`config.mk`:
```
export PLATFORM = sky130hd
export DESIGN_NAME = ahb2apb_bridge_flat
export DESIGN_NICKNAME = d
export VERILOG_FILES = /design/src/rtl/ahb2apb_bridge_if.sv /design/src/rtl/ahb2apb_bridge.sv /design/src/flat_wrapper.sv
export SDC_FILE = /design/constraint.sdc
export NUM_CORES = 1
export LEC_CHECK = 0
export CAP_MARGIN = 20
export CELL_PAD_IN_SITES_DETAIL_PLACEMENT = 0
export CELL_PAD_IN_SITES_GLOBAL_PLACEMENT = 1
export CORE_MARGIN = 2
export CORE_UTILIZATION = 30
export CTS_BUF_LIST = sky130_fd_sc_hd__clkbuf_8
export CTS_CLUSTER_SIZE = 20
export DETAILED_ROUTE_END_ITERATION = 8
export PLACE_DENSITY = 0.92
export RECOVER_POWER = 25
export SKIP_CTS_REPAIR_TIMING = 1
export SYNTH_ARGS = -nofsm -noshare
export SYNTH_HDL_FRONTEND = slang
export SYNTH_SLANG_ARGS = --single-unit
```
`constraint.sdc`:
```
create_clock -name HCLK -period 3.14 [get_ports HCLK]
set_input_delay 0.471 -clock HCLK [delete_from_list [all_inputs] [get_ports HCLK]]
set_output_delay 0.471 -clock HCLK [all_outputs]
set_load 0.005 [all_outputs]
```
`src/rtl/ahb2apb_bridge_if.sv`:
```
// Bus bundle for the AHB-Lite to APB bridge: AHB slave side plus APB master side.
// The slave modport is the bridge view; the master modport is the surrounding system.
interface ahb2apb_bridge_if #(
  parameter int unsigned HADDR_WIDTH    = 32,
  parameter int unsigned APB_ADDR_WIDTH = 12,
  parameter int unsigned DATA_WIDTH     = 32
);
  logic                      HSEL;
  logic [HADDR_WIDTH-1:0]    HADDR;
  logic [1:0]                HTRANS;
  logic                      HWRITE;
  logic [2:0]                HSIZE;
  logic [DATA_WIDTH-1:0]     HWDATA;
  logic                      HREADY;
  logic                      HREADYOUT;
  logic                      HRESP;
  logic [DATA_WIDTH-1:0]     HRDATA;
  logic [APB_ADDR_WIDTH-1:0] PADDR;
  logic [DATA_WIDTH-1:0]     PWDATA;
  logic                      PWRITE;
  logic                      PSEL;
  logic                      PENABLE;
  logic [DATA_WIDTH-1:0]     PRDATA;
  logic                      PREADY;
  logic                      PSLVERR;

  modport slave (
    input  HSEL, HADDR, HTRANS, HWRITE, HSIZE, HWDATA, HREADY,
    output HREADYOUT, HRESP, HRDATA,
    output PADDR, PWDATA, PWRITE, PSEL, PENABLE,
    input  PRDATA, PREADY, PSLVERR
  );

  modport master (
    output HSEL, HADDR, HTRANS, HWRITE, HSIZE, HWDATA, HREADY,
    input  HREADYOUT, HRESP, HRDATA,
    input  PADDR, PWDATA, PWRITE, PSEL, PENABLE,
    output PRDATA, PREADY, PSLVERR
  );
endinterface

```
`src/rtl/ahb2apb_bridge.sv`:
```
// AHB-Lite slave to APB master bridge: one APB SETUP/ACCESS sequence per accepted single transfer.
// Optional ACCESS wait timeout is compiled in when APB_BRIDGE_TIMEOUT_EN is defined.
module ahb2apb_bridge #(
  parameter int unsigned HADDR_WIDTH    = 32,
  parameter int unsigned APB_ADDR_WIDTH = 12,
  parameter int unsigned DATA_WIDTH     = 32,
  parameter int unsigned TIMEOUT_CYCLES = 16
) (
  input logic             HCLK,
  input logic             HRESET,
  ahb2apb_bridge_if.slave bus
);
  localparam logic [2:0] S_IDLE    = 3'd0;
  localparam logic [2:0] S_SETUP   = 3'd1;
  localparam logic [2:0] S_ACCESS  = 3'd2;
  localparam logic [2:0] S_DONE    = 3'd3;
  localparam logic [2:0] S_ERR1    = 3'd4;
  localparam logic [2:0] S_ERR2    = 3'd5;
  localparam logic [2:0] SIZE_WORD = 3'b010;

  logic [2:0] state, state_nxt;
  logic       accept_c, bad_c, timeout_c;
  logic       psel_nxt, penable_nxt, hreadyout_nxt, hresp_nxt;
  logic       unused_bits;

  assign accept_c    = bus.HSEL & bus.HREADY & bus.HTRANS[1];
  assign bad_c       = (bus.HSIZE != SIZE_WORD) | (bus.HADDR[1:0] != 2'b00);
  assign unused_bits = ^{bus.HADDR[HADDR_WIDTH-1:APB_ADDR_WIDTH], bus.HTRANS[0]};

`ifdef APB_BRIDGE_TIMEOUT_EN
  logic [7:0] wait_cnt;

  assign timeout_c = !bus.PREADY && (wait_cnt == 8'(TIMEOUT_CYCLES - 1));

  // Counts ACCESS cycles without PREADY; zeroed in SETUP so each access starts fresh.
  always_ff @(posedge HCLK or posedge HRESET) begin
    if (HRESET) begin
      wait_cnt <= 8'd0;
    end else if (state == S_SETUP) begin
      wait_cnt <= 8'd0;
    end else if ((state == S_ACCESS) && !bus.PREADY) begin
      wait_cnt <= wait_cnt + 8'd1;
    end
  end
`else
  logic [7:0] unused_timeout;

  assign timeout_c      = 1'b0;
  assign unused_timeout = 8'(TIMEOUT_CYCLES);
`endif

  // Next state and next registered bus outputs.
  always_comb begin
    state_nxt     = state;
    psel_nxt      = 1'b0;
    penable_nxt   = 1'b0;
    hreadyout_nxt = 1'b1;
    hresp_nxt     = 1'b0;

    case (state)
      S_IDLE, S_DONE, S_ERR2: begin
        if (accept_c) begin
          state_nxt = bad_c ? S_ERR1 : S_SETUP;
        end else begin
          state_nxt = S_IDLE;
        end
      end
      S_SETUP:  state_nxt = S_ACCESS;
      S_ACCESS: begin
        if (bus.PREADY) begin
          state_nxt = bus.PSLVERR ? S_ERR1 : S_DONE;
        end else if (timeout_c) begin
          state_nxt = S_ERR1;
        end
      end
      S_ERR1:   state_nxt = S_ERR2;
      default:  state_nxt = S_IDLE;
    endcase

    case (state_nxt)
      S_SETUP: begin
        psel_nxt      = 1'b1;
        hreadyout_nxt = 1'b0;
      end
      S_ACCESS: begin
        psel_nxt      = 1'b1;
        penable_nxt   = 1'b1;
        hreadyout_nxt = 1'b0;
      end
      S_ERR1: begin
        hreadyout_nxt = 1'b0;
        hresp_nxt     = 1'b1;
      end
      S_ERR2:  hresp_nxt = 1'b1;
      default: ;
    endcase
  end

  // State and all bus outputs are flops, so reset clears them without waiting for a clock.
  always_ff @(posedge HCLK or posedge HRESET) begin
    if (HRESET) begin
      state         <= S_IDLE;
      bus.PSEL      <= 1'b0;
      bus.PENABLE   <= 1'b0;
      bus.PWRITE    <= 1'b0;
      bus.PADDR     <= '0;
      bus.PWDATA    <= '0;
      bus.HREADYOUT <= 1'b1;
      bus.HRESP     <= 1'b0;
      bus.HRDATA    <= '0;
    end else begin
      state         <= state_nxt;
      bus.PSEL      <= psel_nxt;
      bus.PENABLE   <= penable_nxt;
      bus.HREADYOUT <= hreadyout_nxt;
      bus.HRESP     <= hresp_nxt;
      if (state_nxt == S_SETUP) begin
        bus.PADDR  <= bus.HADDR[APB_ADDR_WIDTH-1:0];
        bus.PWRITE <= bus.HWRITE;
      end
      // HWDATA is only valid in the AHB data phase, which is the SETUP cycle.
      if (state == S_SETUP) begin
        bus.PWDATA <= bus.HWDATA;
      end
      if ((state == S_ACCESS) && bus.PREADY && !bus.PSLVERR && !bus.PWRITE) begin
        bus.HRDATA <= bus.PRDATA;
      end
    end
  end
endmodule

```
`src/flat_wrapper.sv`:
```
// flat-port wrapper written by rule: the top's interface ports become plain ports
module ahb2apb_bridge_flat 
#(
  parameter int unsigned HADDR_WIDTH    = 32,
  parameter int unsigned APB_ADDR_WIDTH = 12,
  parameter int unsigned DATA_WIDTH     = 32,
  parameter int unsigned TIMEOUT_CYCLES = 16
)
  (HCLK, HRESET, bus_HSEL, bus_HADDR, bus_HTRANS, bus_HWRITE, bus_HSIZE, bus_HWDATA, bus_HREADY, bus_HREADYOUT, bus_HRESP, bus_HRDATA, bus_PADDR, bus_PWDATA, bus_PWRITE, bus_PSEL, bus_PENABLE, bus_PRDATA, bus_PREADY, bus_PSLVERR);
  ahb2apb_bridge_if #(.HADDR_WIDTH(HADDR_WIDTH), .APB_ADDR_WIDTH(APB_ADDR_WIDTH), .DATA_WIDTH(DATA_WIDTH)) bus_i ();
  input logic HCLK;
  input logic HRESET;
  input wire logic [$bits(bus_i.HSEL)-1:0] bus_HSEL;
  input wire logic [$bits(bus_i.HADDR)-1:0] bus_HADDR;
  input wire logic [$bits(bus_i.HTRANS)-1:0] bus_HTRANS;
  input wire logic [$bits(bus_i.HWRITE)-1:0] bus_HWRITE;
  input wire logic [$bits(bus_i.HSIZE)-1:0] bus_HSIZE;
  input wire logic [$bits(bus_i.HWDATA)-1:0] bus_HWDATA;
  input wire logic [$bits(bus_i.HREADY)-1:0] bus_HREADY;
  output wire logic [$bits(bus_i.HREADYOUT)-1:0] bus_HREADYOUT;
  output wire logic [$bits(bus_i.HRESP)-1:0] bus_HRESP;
  output wire logic [$bits(bus_i.HRDATA)-1:0] bus_HRDATA;
  output wire logic [$bits(bus_i.PADDR)-1:0] bus_PADDR;
  output wire logic [$bits(bus_i.PWDATA)-1:0] bus_PWDATA;
  output wire logic [$bits(bus_i.PWRITE)-1:0] bus_PWRITE;
  output wire logic [$bits(bus_i.PSEL)-1:0] bus_PSEL;
  output wire logic [$bits(bus_i.PENABLE)-1:0] bus_PENABLE;
  input wire logic [$bits(bus_i.PRDATA)-1:0] bus_PRDATA;
  input wire logic [$bits(bus_i.PREADY)-1:0] bus_PREADY;
  input wire logic [$bits(bus_i.PSLVERR)-1:0] bus_PSLVERR;
  assign bus_i.HSEL = bus_HSEL;
  assign bus_i.HADDR = bus_HADDR;
  assign bus_i.HTRANS = bus_HTRANS;
  assign bus_i.HWRITE = bus_HWRITE;
  assign bus_i.HSIZE = bus_HSIZE;
  assign bus_i.HWDATA = bus_HWDATA;
  assign bus_i.HREADY = bus_HREADY;
  assign bus_HREADYOUT = bus_i.HREADYOUT;
  assign bus_HRESP = bus_i.HRESP;
  assign bus_HRDATA = bus_i.HRDATA;
  assign bus_PADDR = bus_i.PADDR;
  assign bus_PWDATA = bus_i.PWDATA;
  assign bus_PWRITE = bus_i.PWRITE;
  assign bus_PSEL = bus_i.PSEL;
  assign bus_PENABLE = bus_i.PENABLE;
  assign bus_i.PRDATA = bus_PRDATA;
  assign bus_i.PREADY = bus_PREADY;
  assign bus_i.PSLVERR = bus_PSLVERR;
  ahb2apb_bridge #(.HADDR_WIDTH(HADDR_WIDTH), .APB_ADDR_WIDTH(APB_ADDR_WIDTH), .DATA_WIDTH(DATA_WIDTH), .TIMEOUT_CYCLES(TIMEOUT_CYCLES)) u_core (.HCLK(HCLK), .HRESET(HRESET), .bus(bus_i));
endmodule
```
After elaboration in Yosys (flattened, before gate mapping)
Index checks and enable logic that the tools add are counted.
{"block": "word_totals", "word_cells": 42, "in_bits": 108, "out_inout_bits": 81, "ff_bits": 84}
{"block": "op_classes", "reduce_logical": 11, "bitwise_logic": 3, "eq_ne": 10, "mux": 9}
{"op": "equality test 3 bit (second input constant)", "count": 4}
{"op": "two-way mux 3 bit", "count": 4}
{"op": "case mux 3 bit (4 select lines)", "count": 1}
{"op": "equality test 3 x 2 -> 1 bit (second input constant)", "count": 3}
{"op": "equality test 3 x 1 -> 1 bit (second input constant)", "count": 2}
{"op": "OR reduction 3 bit", "count": 2}
{"op": "two-way mux 1 bit", "count": 4}
{"op": "OR reduction 2 bit", "count": 2}
{"op": "logical AND 1 bit", "count": 3}
{"op": "zero test 3 bit", "count": 1}
{"op": "!= test 3 x 2 -> 1 bit (second input constant)", "count": 1}
{"op": "bitwise AND 1 bit", "count": 2}
{"op": "zero test 1 bit", "count": 2}
{"op": "nonzero test 2 bit", "count": 1}
{"op": "bitwise OR 1 bit", "count": 1}

Depth between registers and ports, before layout
{"block": "logic_depth", "ltp_word": 8, "depth_mapped": 6, "ltp_nobuf": 4}

Least setup slack after synthesis
No wires, ideal clock.
{"block": "synth_path", "path_type": "flip-flop to flip-flop", "from": "register u_core.state[2]", "to": "register u_core.bus.HRDATA[0]", "t_arrival_ns": 1.651, "setup_slack_ns": 1.364, "n_path_buf": 3, "synth_period_minus_slack_ns": 1.776, "stages_incl_launch_ff": 7, "required_ns": 3.015, "cell_sequence": "dfrtp_1 -> buf_6 -> nand2b_4 -> or4_4 -> buf_6 -> buf_6 -> mux2_4"}
{"block": "synth_between", "elab_chain_len": 4}
{"element": "start, declared", "line_no": "ahb2apb_bridge.sv:21", "source": "logic [2:0] state, state_nxt;"}
{"element": "start signal, assigned", "line_no": "ahb2apb_bridge.sv:112", "source": "state <= state_nxt;"}
{"element": "equality test 3 x 2 -> 1 bit", "line_no": "ahb2apb_bridge.sv:125", "source": "if ((state == S_ACCESS) && bus.PREADY && !bus.PSLVERR && !bus.PWRITE) begin"}
{"element": "logical AND 1 bit (3 in a row)", "line_no": "ahb2apb_bridge.sv:125"}
{"element": "end signal, assigned", "line_no": "ahb2apb_bridge.sv:126", "source": "bus.HRDATA <= bus.PRDATA;"}
{"element": "end, declared", "line_no": "ahb2apb_bridge_if.sv:29", "source": "output HREADYOUT, HRESP, HRDATA,"}
Every way passes these cells.
A chain may end at the register's enable or synchronous reset.

Worst setup path after layout
{"block": "layout_path", "from": "input port bus_PREADY", "to": "register u_core.bus.HRDATA[20]"}
{"block": "layout_between", "elab_chain_len": 3}
{"element": "start, declared", "line_no": "flat_wrapper.sv:29", "source": "input wire logic [$bits(bus_i.PREADY)-1:0] bus_PREADY;"}
{"element": "logical AND 1 bit (3 in a row)", "line_no": "ahb2apb_bridge.sv:125"}
Every way passes these cells.

==> metrics.txt <==
DR vias=2,256; leak pwr=0.002355 uW; Slew Viols, Final=34; clock skew=0.008111 ns; worst endpoint required time=3.36 ns; RSZ-0062 raised after global routing=false; PortBufs=167; worst reg2reg path depth=3; status=complete, but fails checks; antenna violations before repair=0; cell area power density=865.6 mW/mm^2; Sequential Power Share=0.393; CTS Buf Count=9; CP Data Arrival Time=2.31 ns; Worst Setup EP=u_core.bus.HRDATA[20]; mux contribution to synthesized area=0.2864; Peak VDD IR=335.5 uV; failing checks=max-capacitance violations, max-slew violations; largest net degree at the start of global routing=52; main combinational cell family by area after synthesis=multiplexers; CTS H-tree depth=3; register area share after synthesis=0.6294; clock power share=0.179; # nets final=478; Die Y=109.5 um; Adder-Cell Fraction of Synth Area=0; number of global-route vias before repair=2,352; Sink Count=84; area of the die=0.01200 sq mm; antenna cell count=0; synthesis-to-finish area growth=60.39%; most common cell after layout, fill and taps aside=clkdlybuf4s50_1; Yosys reg bits=84; Comb power frac=0.428; worst min path class=reg2reg; Fillers=966; post-DP HPWL=5.610 mm; clk buf depth=2; Finish-stage setup viols=0; initial core utilization=0.3083; commonest non-fill, non-tap cells in the layout=166 x clkdlybuf4s50_1, 83 x dfrtp_1, 37 x mux2_2; first-pass GRT wire length=11.59 mm; Mean Syn Cell Area=16.79 sq um; DR DRC count=0; Final Cell Area=0.005360 sq mm; Finished Layout Cells=515; max cap viols=1; final WL=7.604 mm; Internal=3437 uW; Worst-Margin Slew=1.505 ns; Synth Area in Compound Gates=0.02508; simple logic cell fraction of the synthesized area=0.03145; crit path time final=2.089 ns; CP Capture Type=register; CTS tree=done; net switching power=1202 uW; Worst setup SP type=input port; clock-pin slew on the worst setup and hold paths=0.08 ns; Sw Ratio=0.2592; DRT antenna net count=0; mapped cell area=0.003342 sq mm; xor-xnor portion of the synthesized cell area=0.002621; period utilization=0.6652; GRT overflow=0; area occupied by multi-input gates=0.001157 sq mm; Reg area=0.002103 sq mm; WL/cell=14.77 um; hold path start=u_core.bus.PADDR[0]; vias per cell=4.381; final setup TNS=0 ns; share of layout cells above drive strength 1=0.2453; I/O Pins=189; Post-Syn Nets=307; Critical Path Source=bus_PREADY; worst-path fanout max=32; Clock Latency Late Sink=0.35 ns; worst reg2reg setup slack=1.14 ns; relative slew slack=-0.008669; post-layout util=0.4945; CP Class=in2reg; RR Startpoint=u_core.state[2]; First-pass DRT Iterations=4; FMAX=478.7 MHz; Cells after DPL=499; row cnt=38; final hold vios=0; gate count of the mapped netlist=199; Yosys cell types=29; GRT Resource Usage Total=0.1261; Clock Tree Root=clkbuf_8; die width=109.5 um; yosys warns=0; DR iter-0 viols=86; routability cong.=0.6958; core area=0.01084 sq mm; R2R Path End=u_core.bus.HRDATA[20]; instance area at placement=0.005144 sq mm
==> area by class of cell <==
class / instances / area share
Tap cell: 140 / 0.03268
Timing Repair Buffer: 169 / 0.3170
Sequential cell: 84 / 0.3924
Inverter: 2 / 0.001634
Clock inverter: 7 / 0.01727
Clock buffer: 9 / 0.02311
Multi-Input combinational cell: 104 / 0.2159
==> Yosys cell counts <==
| master | number | area share |
|---|---|---|
| o21ai_0 | 2 | 0.0030 |
| mux2_2 | 37 | 0.12 |
| a211oi_2 | 1 | 0.0037 |
| nand3_1 | 1 | 0.0015 |
| nor4_1 | 1 | 0.0019 |
| a21oi_1 | 2 | 0.0030 |
| buf_6 | 5 | 0.017 |
| dfstp_2 | 1 | 0.0079 |
| o21a_1 | 1 | 0.0022 |
| mux2_4 | 30 | 0.13 |
| nor2b_1 | 2 | 0.0037 |
| a21o_1 | 1 | 0.0022 |
| nor2_1 | 2 | 0.0022 |
| nand2_1 | 1 | 0.0011 |
| inv_1 | 2 | 0.0022 |
| nand2b_4 | 1 | 0.0041 |
| a31oi_1 | 1 | 0.0019 |
| dfrtp_1 | 83 | 0.62 |
| nand2_2 | 1 | 0.0019 |
| nor3b_1 | 1 | 0.0022 |
| and2_1 | 2 | 0.0037 |
| nand2b_1 | 3 | 0.0056 |
| mux2_1 | 8 | 0.027 |
| o21ba_2 | 1 | 0.0030 |
| buf_2 | 4 | 0.0060 |
| xnor2_1 | 1 | 0.0026 |
| or4_4 | 1 | 0.0034 |
| o21bai_1 | 1 | 0.0022 |
| o22ai_1 | 2 | 0.0037 |
==> critical path, cell delays in order <==
cell and delay [ns]:
clkdlybuf4s50_1 0.58, nand2b_4 0.07, or4_4 0.77, mux2_4 0.39
==> cell families after synthesis <==
family / Yosys count
xor gates and xnor gates: 1
AOI/OAI and AO/OA: 12
DFF: 84
and+or+nand+nor: 16
muxes: 75
buffers and inverters: 11
==> power groups by stage <==
stage          Combinational [uW]  Clock (uW)  Sequential [uW]
4_1_cts                      2030         875             1830
2_1_floorplan                 845           0             1850
3_5_place_dp                 2020           0             1850
6_report                     1990         829             1820
5_1_grt                      2140         929             1880
3_3_place_gp                 1980           0             1820
==> per-layer routing <==
layer / vias up / GRT usage / wire (um)
met5: - / 0 / 0
met4: 0 / 0.04882 / 131
met3: 10 / 0.04505 / 703
met2: 94 / 0.2028 / 3681
met1: 1115 / 0.1549 / 3088
li1: 1037 / - / -
==> through the flow <==
stage	worst slack, ns	total power (uW)	hold slack [ns]
3_5_place_dp	0.6944	3866	0.4751
6_report	1.051	4640	0.4921
2_1_floorplan	0.5055	2698	0.4782
5_1_grt	0.9712	4951	0.5202
4_1_cts	1.083	4731	0.4933
3_3_place_gp	0.7276	3798	0.4716
==> how the worst min path moves through the flow <==
stage / to / slack, ns / cells past startpoint
after global placement: u_core.bus.PADDR[0] / 0.47 / 1
after floorplan: u_core.bus.PADDR[0] / 0.48 / 1
after CTS: u_core.bus.PWDATA[24] / 0.49 / 2
after global routing: u_core.bus.PADDR[7] / 0.52 / 1
final: u_core.bus.PADDR[0] / 0.49 / 1
after detailed placement: u_core.bus.PADDR[0] / 0.48 / 1
==> sequential cells by signal, summed over array words and instances (netlist names) <==
| name | flops |
|---|---|
| u_core.bus.HRESP | 1 |
| u_core.bus.PADDR | 12 |
| u_core.state | 3 |
| u_core.bus.PENABLE | 1 |
| u_core.bus.HRDATA | 32 |
| u_core.bus.PWDATA | 32 |
| u_core.bus.PWRITE | 1 |
| u_core.bus.PSEL | 1 |
| u_core.bus.HREADYOUT | 1 |
No activity file was read; power rests on OpenSTA's default activity.
